--- src/rtl/mips_multicycle_ctrl.sv ---
// Multi-cycle MIPS controller: sequences a shared-memory datapath (PC/IR/MDR/A/B/ALUOut)
// one state per cycle and drives every select and write enable from the current state.
//
// Ports
//   clk, rst_n          clock, asynchronous active-low reset (all outputs forced low in reset)
//   opcode, funct       IR[31:26], IR[5:0]; sampled in DECODE and latched for later states
//   mem_ready           SRAM handshake; only looked at in FETCH, MEMRD and MEMWR
//   zero                ALU zero flag; the datapath combines it with PCWriteCond itself
//   PCWrite..PCSource   datapath controls
//   state               current state code (0..11)
//   instr_done          one-cycle pulse on instruction retire
//   illegal             Mealy pulse in DECODE for an undecodable opcode
//
// Build option: define JAL_EN to compile the JAL state; otherwise opcode 000011 is illegal.
module mips_multicycle_ctrl (
  input  logic       clk,
  input  logic       rst_n,
  input  logic [5:0] opcode,
  input  logic [5:0] funct,
  input  logic       mem_ready,
  input  logic       zero,
  output logic       PCWrite,
  output logic       PCWriteCond,
  output logic       IorD,
  output logic       IRWrite,
  output logic       MemRead,
  output logic       MemWrite,
  output logic       RegWrite,
  output logic       ALUSrcA,
  output logic [1:0] RegDst,
  output logic [1:0] MemToReg,
  output logic [1:0] ALUSrcB,
  output logic [1:0] ALUOp,
  output logic [1:0] PCSource,
  output logic [3:0] state,
  output logic       instr_done,
  output logic       illegal
);

  typedef enum logic [3:0] {
    StFetch  = 4'd0,
    StDecode = 4'd1,
    StMemAdr = 4'd2,
    StMemRd  = 4'd3,
    StMemWb  = 4'd4,
    StMemWr  = 4'd5,
    StExec   = 4'd6,
    StRtWb   = 4'd7,
    StBranch = 4'd8,
    StJump   = 4'd9,
`ifdef JAL_EN
    StJal    = 4'd10,
`endif
    StJr     = 4'd11
  } state_e;

  localparam logic [5:0] OpRType = 6'b000000;
  localparam logic [5:0] OpJ     = 6'b000010;
  localparam logic [5:0] OpJal   = 6'b000011;
  localparam logic [5:0] OpBeq   = 6'b000100;
  localparam logic [5:0] OpLw    = 6'b100011;
  localparam logic [5:0] OpSw    = 6'b101011;
  localparam logic [5:0] FnJr    = 6'b001000;

  state_e     state_q, state_d;
  logic [5:0] opcode_q, funct_q;

  // Ungated control values; the reset gate below guarantees nothing toggles while rst_n is low.
  logic       pc_write, pc_write_cond, i_or_d, ir_write, mem_read, mem_write, reg_write;
  logic       alu_src_a, done, illegal_op;
  logic [1:0] reg_dst, mem_to_reg, alu_src_b, alu_op, pc_source;

  always_ff @(posedge clk or negedge rst_n) begin
    if (!rst_n) begin
      state_q  <= StFetch;
      opcode_q <= 6'd0;
      funct_q  <= 6'd0;
    end else begin
      state_q <= state_d;
      if (state_q == StDecode) begin
        opcode_q <= opcode;
        funct_q  <= funct;
      end
    end
  end

  always_comb begin
    state_d       = StFetch;
    pc_write      = 1'b0;
    pc_write_cond = 1'b0;
    i_or_d        = 1'b0;
    ir_write      = 1'b0;
    mem_read      = 1'b0;
    mem_write     = 1'b0;
    reg_write     = 1'b0;
    alu_src_a     = 1'b0;
    done          = 1'b0;
    illegal_op    = 1'b0;
    reg_dst       = 2'b00;
    mem_to_reg    = 2'b00;
    alu_src_b     = 2'b00;
    alu_op        = 2'b00;
    pc_source     = 2'b00;
    case (state_q)
      StFetch: begin
        mem_read  = 1'b1;
        alu_src_b = 2'b01;
        ir_write  = mem_ready;
        pc_write  = mem_ready;
        state_d   = mem_ready ? StDecode : StFetch;
      end
      StDecode: begin
        alu_src_b = 2'b11;  // branch target into ALUOut
        case (opcode)
          OpLw, OpSw: state_d = StMemAdr;
          OpRType:    state_d = (funct == FnJr) ? StJr : StExec;
          OpBeq:      state_d = StBranch;
          OpJ:        state_d = StJump;
`ifdef JAL_EN
          OpJal:      state_d = StJal;
`endif
          default: begin
            state_d    = StFetch;
            illegal_op = 1'b1;
          end
        endcase
      end
      StMemAdr: begin
        alu_src_a = 1'b1;
        alu_src_b = 2'b10;
        state_d   = (opcode_q == OpLw) ? StMemRd : StMemWr;
      end
      StMemRd: begin
        mem_read = 1'b1;
        i_or_d   = 1'b1;
        state_d  = mem_ready ? StMemWb : StMemRd;
      end
      StMemWb: begin
        reg_write  = 1'b1;
        mem_to_reg = 2'b01;
        done       = 1'b1;
      end
      StMemWr: begin
        mem_write = 1'b1;
        i_or_d    = 1'b1;
        done      = mem_ready;
        state_d   = mem_ready ? StFetch : StMemWr;
      end
      StExec: begin
        alu_src_a = 1'b1;
        alu_op    = 2'b10;
        state_d   = StRtWb;
      end
      StRtWb: begin
        reg_write = 1'b1;
        reg_dst   = 2'b01;
        done      = 1'b1;
      end
      StBranch: begin
        alu_src_a     = 1'b1;
        alu_op        = 2'b01;
        pc_write_cond = 1'b1;
        pc_source     = 2'b01;
        done          = 1'b1;
      end
      StJump: begin
        pc_write  = 1'b1;
        pc_source = 2'b10;
        done      = 1'b1;
      end
`ifdef JAL_EN
      StJal: begin
        // PC already holds PC+4 here, so the link value comes straight from PC.
        pc_write   = 1'b1;
        pc_source  = 2'b10;
        reg_write  = 1'b1;
        reg_dst    = 2'b10;
        mem_to_reg = 2'b10;
        done       = 1'b1;
      end
`endif
      StJr: begin
        pc_write  = 1'b1;
        pc_source = 2'b11;
        done      = 1'b1;
      end
      default: state_d = StFetch;
    endcase
  end

  assign PCWrite     = rst_n & pc_write;
  assign PCWriteCond = rst_n & pc_write_cond;
  assign IorD        = rst_n & i_or_d;
  assign IRWrite     = rst_n & ir_write;
  assign MemRead     = rst_n & mem_read;
  assign MemWrite    = rst_n & mem_write;
  assign RegWrite    = rst_n & reg_write;
  assign ALUSrcA     = rst_n & alu_src_a;
  assign RegDst      = {2{rst_n}} & reg_dst;
  assign MemToReg    = {2{rst_n}} & mem_to_reg;
  assign ALUSrcB     = {2{rst_n}} & alu_src_b;
  assign ALUOp       = {2{rst_n}} & alu_op;
  assign PCSource    = {2{rst_n}} & pc_source;
  assign state       = {4{rst_n}} & state_q;
  assign instr_done  = rst_n & done;
  assign illegal     = rst_n & illegal_op;

  // zero is consumed by the datapath; funct_q is kept for observability of the latched IR.
  logic unused_inputs;
  assign unused_inputs = zero ^ (^funct_q);

endmodule
--- config.mk ---
export PLATFORM = sky130hd
export DESIGN_NAME = mips_multicycle_ctrl
export DESIGN_NICKNAME = d
export VERILOG_FILES = /design/src/rtl/mips_multicycle_ctrl.sv
export SDC_FILE = /design/constraint.sdc
export NUM_CORES = 1
export LEC_CHECK = 0
export ABC_AREA = 1
export ABC_CLOCK_PERIOD_IN_PS = 2900
export CORE_MARGIN = 2
export CORE_UTILIZATION = 25
export DETAILED_ROUTE_END_ITERATION = 10
export GPL_TIMING_DRIVEN = 0
export MAX_ROUTING_LAYER = met4
export PLACE_DENSITY = 0.58
export SLEW_MARGIN = 20
export SYNTH_ARGS = -nofsm -noshare
export SYNTH_HDL_FRONTEND = slang
export SYNTH_SLANG_ARGS = --single-unit
export TNS_END_PERCENT = 50
--- constraint.sdc ---
create_clock -name clk -period 2.9 [get_ports clk]
set_input_delay 0.29 -clock clk [delete_from_list [all_inputs] [get_ports clk]]
set_output_delay 0.29 -clock clk [all_outputs]
set_load 0.03 [all_outputs]
**Word level (Yosys, flattened, before mapping)**

Index checks and enable logic that the tools add are counted.

- Output and inout port bits: 24
- Bits in read-only memories: 0
- Word-level logic and storage cells: 67
- Register bits: 10
- Input port bits: 16
- Bits in writable memories: 0
- Latch bits: 0
- Memories kept: 0

- Reduce and logical (&&, ||, !) cells: 10
- Multiply operators: 0
- Add/subtract/negate cells: 0
- Bitwise logic cells: 16
- Multiplexer cells: 23
- Equal/unequal tests: 16
- Shift operators: 0
- Divide/modulo/power cells: 0
- Magnitude comparators: 0

Operators by type and width:

| kind | count |
|---|---|
| one-hot mux 4 bit (6 select lines) | 1 |
| == test 6 bit, second input constant | 3 |
| == test 4 x 3 -> 1 bit, second input constant | 4 |
| one-hot mux 4 bit (4 select lines) | 1 |
| == test 4 bit, second input constant | 3 |
| 2-to-1 mux 1 bit | 12 |
| one-hot mux 2 bit (3 select lines) | 2 |
| AND 1 bit | 10 |
| AND 2 bit | 5 |
| OR reduction 2 bit | 5 |
| OR reduction 5 bit | 2 |
| 2-to-1 mux 3 bit | 3 |
| == test 4 x 2 -> 1 bit, second input constant | 2 |
| == test 6 x 2 -> 1 bit, second input constant | 1 |
| == test 6 x 3 -> 1 bit, second input constant | 1 |
| == test 6 x 4 -> 1 bit, second input constant | 1 |
| zero test 6 bit | 1 |
| AND 4 bit | 1 |
| == test 4 x 1 -> 1 bit, second input constant | 1 |
| zero test 4 bit | 1 |
| 2-to-1 mux 4 bit | 1 |
| one-hot mux 1 bit (2 select lines) | 2 |
| one-hot mux 2 bit (2 select lines) | 1 |
| OR reduction 3 bit | 1 |

**Logic depth before layout (Yosys ltp)**

Gate-level depths: netlist of the first run.

- Depth in word-level cells: 5
- Gate-level depth with buffers: 8

**Worst setup path after synthesis of the first run**

OpenSTA, ideal clock, no wires.

- Kind: input-to-output
- From: input port rst_n
- To: output port illegal
- Setup slack: 1032 ps
- Data required time: 2610 ps
- Arrival time: 1578 ps
- Cell stages on the path: 5
- Cell sequence: buf_2 > nand2_1 > inv_1 > nand3_1 > nor3_1

- Word-level cells in the longest chain between the ends: 1

Ends and longest elaborated chain:

| item | RTL line | source |
|---|---|---|
| from (decl) | 17 | `input logic rst_n,` |
| AND 1 bit | 206 | `assign illegal = rst_n & illegal_op;` |
| to (decl) | 37 | `output logic illegal` |

No other way between the ends.

**Final worst setup path of the first run**

Ends and elaborated chain as after synthesis.

==> flow_summary.ini, run 1 <==
[run_status]
status = completed

[grt]
antenna_found_initial = 0
first_global_vias = 851
met3_usage = 0.0210
top_usage_layer = met2
grt_overflow = 0
grt_max_degree = 12
grt_pass1_wl_mm = 3.51
grt.met1_usage = 0.145
grt_use_met2 = 0.223
grt_use_total = 0.127

[sta]
setup_viol = 0
finalHoldWorstSlack_ps = 70.4
fin_crit_sh = 0.884
period_minus_slack_ps = 2560
setup_tns_ps = 0
rsz0062_at_grt = no
hold_violations = 0
skew_ps = 3.70
worst_slack_ps = 335
slew_violations = 0
fmax_ghz = 0.390

[synthesis]
synth_area_leaders = dfrtp_1 30%, nand2_1 17%, nor2_1 11%
synth_most_common_cell = nand2_1
synth_area_sq_um = 831
synth-seq-cells = 10
synth_top_area_frac = 0.301
async_reset_ff_frac = 1.00
ys_warn_count = 0
synth_common_cells = 38 x nand2_1, 25 x nor2_1, 17 x inv_1
ys_seq_area_frac = 0.301
synth_cell_types = 26
postSynthAreaPerCell_sq_um = 6.25
yosysTopAreaCell = dfrtp_1
synth-edff-count = 0
synthFlopType = dfrtp_1
syn_inst = 133

[job]
max_cap_viol_count = 0

[clock_network]
clk_pin_slew_ps = 70
cts_buffer_depth = 2
htree_levels = 1
cts_buffers = 3
clk_latency_ps = 270
cts_setup_buffers = 0
cts_hold_repair.buffers = 0
cts.repair.resized = 1
numClockSinks = 10
cts_tree = done
clock-root-buffer = clkbuf_4

[route]
avgRoutedWirePerCell_um = 9.61
drt_iter0_markers = 47
ant_nets = 0
drc_errors = 0
vias_per_cell = 4.33
via_count = 943
drt_wl_total_mm = 2.09
first_pass_iters = 4

[cells_and_area]
fin_cells = 218
synthToLayoutAreaGrowth_pct = 54.7
num_antenna_cells = 0
fin_nets = 191
layout-drive-gt1-share = 0.126

[place]
place.port_buffers = 36
dp_hpwl_mm = 1.79
place_ws_ps = 1.99
dp.cells = 214
gp_congestion = 0.853

[setup_path]
reg2reg_from = state_q[3]
r2r_cells = 6
required_ps = 2610
cp-start-kind = input port
cp_max_fo = 11
endpoint_kind = output port
crit_type = in2out
r2r-end = opcode_q[0]
r2r_setup_slack_ps = 1650
cp.arrival_ps = 2270

[die]
die_y_um = 61.6
rows = 20
die-area_sq_mm = 0.00380
initial_utilization = 0.268
io_pins = 40
die_w_um = 61.6
coreArea_sq_mm = 0.00310

[pwr]
powerDensity_mw_per_mm2 = 370
p_leak_nw = 0.643
max-vdd-ir-drop_uv = 185

[hold_path]
hp-class = in2async
## stage by stage
step                 util  cell area, sq um  power (mW)
global placement    0.403              1250       0.349
finish              0.414              1280       0.476
CTS                 0.414              1280       0.480
floorplan               -               835       0.288
detailed placement  0.403              1250       0.351
global route        0.414              1280       0.510
## worst max-delay path: stages
cell and delay [ps]:
dlygate4sd2_1 490, buf_2 280, nand2_1 110, inv_1 90, nand3_1 80, nor3_1 220
clkdlybuf4s50_1 710
## layout by cell type, fill, tap and decap left out, types with 2 or more instances in the layout
| master | instances |
|---|---|
| buf_4 | 2 |
| nand3_1 | 10 |
| o21ai_2 | 2 |
| nand4_1 | 3 |
| nand2_1 | 38 |
| nor3_1 | 3 |
| nor2_1 | 25 |
| inv_1 | 17 |
| conb_1 | 2 |
| clkdlybuf4s50_1 | 35 |
| nor2_2 | 3 |
| dfrtp_1 | 10 |
| clkbuf_4 | 3 |
| inv_2 | 5 |
## sequential cells by signal, indices dropped and copies added (netlist names)
name,cells
opcode_q,6
state_q,4
## metal layers
layer  vias to the layer above  part of all wire
li1                        489                 -
met4                         0            0.0096
met2                        42              0.44
met1                       410              0.45
met5                         -                 0
met3                         2             0.096
## cells by family (layout without fill, tap and decap cells)
kind of cell	count (synthesis)	in the layout	share of synthesized area
other	1	2	0.00451
buffers and inverters	26	66	0.131
flip-flops	10	10	0.301
AND/OR/NAND/NOR	86	86	0.462
AO/OA/AOI/OAI	10	10	0.101
## power breakdown
group / internal [mW] / switching [mW] / total [mW]
logic: 0.0672 / 0.0978 / 0.165
registers: 0.165 / 0.0166 / 0.182
clock network: 0.0763 / 0.0524 / 0.129
## layout make-up
type                       instances  area, sq um
buffer                             3         20.0
clock buffer                       4         36.3
fill                             356         1820
inverter                          23         88.8
multi-input combinational         98          475
sequential                        10          250
tap                               44         55.1
timing repair buffer              36          359
## worst max path at each step
stage,start,end,slack [ps]
3_5_place_dp,rst_n,illegal,2
4_1_cts,rst_n,illegal,270
6_report,rst_n,illegal,340
3_3_place_gp,rst_n,illegal,10
5_1_grt,rst_n,illegal,120
2_1_floorplan,rst_n,illegal,1030
Power figures use the tool's default switching activity.
==> inputs of run 2 (changes only) <==
--- a/config.mk
+++ b/config.mk
@@ -6,13 +6,14 @@
 export NUM_CORES = 1
 export LEC_CHECK = 0
 export ABC_AREA = 1
-export ABC_CLOCK_PERIOD_IN_PS = 2900
+export ABC_CLOCK_PERIOD_IN_PS = 2800
 export CORE_MARGIN = 2
-export CORE_UTILIZATION = 25
+export CORE_UTILIZATION = 42
+export CTS_BUF_LIST = sky130_fd_sc_hd__clkbuf_2
 export DETAILED_ROUTE_END_ITERATION = 10
 export GPL_TIMING_DRIVEN = 0
 export MAX_ROUTING_LAYER = met4
-export PLACE_DENSITY = 0.58
+export PLACE_DENSITY = 0.86
 export SLEW_MARGIN = 20
 export SYNTH_ARGS = -nofsm -noshare
 export SYNTH_HDL_FRONTEND = slang
==> constraint.sdc (replaced) <==
create_clock -name clk -period 2.8 [get_ports clk]
set_input_delay 0.28 -clock clk [delete_from_list [all_inputs] [get_ports clk]]
set_output_delay 0.28 -clock clk [all_outputs]
set_load 0.03 [all_outputs]
==> flow_summary.ini, run 2 (synthesized netlist as in run 1, its figures left out) <==
[die]
io_pins = 40
initial_utilization = 0.432
rows = 16
die_y_um = 48.5
coreArea_sq_mm = 0.00192
die-area_sq_mm = 0.00235
die_w_um = 48.5

[clock_network]
cts_tree = done
clk_latency_ps = 250
cts_setup_buffers = 0
cts_buffer_depth = 2
numClockSinks = 10
clock-root-buffer = clkbuf_2
htree_levels = 1
clk_pin_slew_ps = 100
cts_buffers = 3

[setup_path]
r2r_setup_slack_ps = 1550
required_ps = 2520
cp.arrival_ps = 2070
crit_start = state_q[0]
endpoint_kind = output port
cp_max_fo = 5
reg2reg_from = state_q[3]
cp-start-kind = flop
crit_type = reg2out

[cells_and_area]
fillers = 182
top_regs = opcode_q: 6 flops, state_q: 4 flops
largest_reg_flops = 6
fin_nets = 192
top_register = opcode_q
synthToLayoutAreaGrowth_pct = 51.7
final_common_cell = nand2_1
num_antenna_cells = 0
layout-drive-gt1-share = 0.120
final_cell_mix = 38 x nand2_1, 35 x clkdlybuf4s50_1, 25 x nor2_1

[job]
max_cap_viol_count = 0

[sta]
skew_ps = 12.1
setup_tns_ps = 0
fin_crit_sh = 0.840
setup_viol = 0
rsz0062_at_grt = no
hold_violations = 0
slew_violations = 0
period_minus_slack_ps = 2350
fmax_ghz = 0.425

[hold_path]
worstHoldStart = opcode_q[1]
hp-class = reg2reg

[grt]
antenna_found_initial = 0
first_global_vias = 845
grt_max_degree = 12
grt_use_total = 0.178
grt_pass1_wl_mm = 3.27
grt_overflow = 0

[run_status]
status = completed

[pwr]
powerDensity_mw_per_mm2 = 348
max-vdd-ir-drop_uv = 471
p_leak_nw = 0.648
total_power_mw = 0.439

[route]
drt_iter0_markers = 12
first_pass_iters = 4
avgRoutedWirePerCell_um = 10.0
via_count = 936
ant_nets = 0
drt_wl_total_mm = 2.02
drc_errors = 0
vias_per_cell = 4.63

[place]
dp_hpwl_mm = 1.71
gp_congestion = 0.923
place.port_buffers = 36
-- run 2: changes by cell type in the layout (fill, tap and decap cells not counted) --
| cell | previous run | this run |
|---|---|---|
| clkbuf_2 | 0 | 3 |
| clkbuf_4 | 3 | 0 |
| clkbuf_8 | 1 | 0 |
| clkinv_1 | 0 | 1 |
| dlygate4sd2_1 | 1 | 0 |
| dlygate4sd3_1 | 0 | 1 |
| dlymetal6s2s_1 | 0 | 1 |
-- run 2: worst paths after layout --
path                               end  depth (start not counted)
setup / recovery               PCWrite                          4
hold / removal             opcode_q[1]                          2
setup reg to reg           opcode_q[3]                          6
hold reg to reg            opcode_q[1]                          2
max in group asynchronous  opcode_q[3]                          2
min in group asynchronous   state_q[2]                          2
-- run 2: worst max-delay path, stage by stage (launching register included) --
cell and delay (ps):
dfrtp_1 460, nor2_1 300, nand3_1 210, o22ai_1 150
clkdlybuf4s50_1 690
-- run 2: power breakdown --
| part | internal, mW | switching, mW | leakage, nW |
|---|---|---|---|
| Sequential | 0.171 | 0.0172 | 0.128 |
| Clock | 0.0310 | 0.0460 | 0.0140 |
| Combinational | 0.0709 | 0.103 | 0.506 |
| Total | 0.273 | 0.166 | 0.648 |
-- run 2: repair_timing --
action	in CTS	in global routing
hold buffers	0	1
gates resized for setup	0	1
endpoints found under the hold margin	0	10
endpoints found under the setup margin	0	3
-- run 2: routing by layer --
| layer | routed length (um) | track usage |
|---|---|---|
| met5 | 0 | - |
| met4 | 6 | 0.0429 |
| met3 | 112 | 0.0401 |
| met2 | 1070 | 0.350 |
| met1 | 835 | 0.177 |
-- run 2: area by class of cell --
cell class | instances | area [sq um] | share of cell area
Timing Repair Buffer | 37 | 373 | 0.296
Clock inverter | 1 | 3.75 | 0.00298
Sequential cell | 10 | 250 | 0.199
Clock buffer | 3 | 15.0 | 0.0119
Buffer | 3 | 20.0 | 0.0159
Tap cell | 27 | 33.8 | 0.0268
Inverter | 23 | 88.8 | 0.0705
Multi-Input combinational cell | 98 | 475 | 0.377
-- run 2: metrics by stage --
stage	hold slack, ps	setup slack, ps	utilization	cells	cell area, sq um
floorplan	-15.6	952	-	134	835
global placement	457	39.3	0.639	197	1230
detailed placement	464	40.5	0.639	197	1230
CTS	337	37.7	0.649	201	1250
global route	510	314	0.656	202	1260
finish	476	448	0.656	202	1260
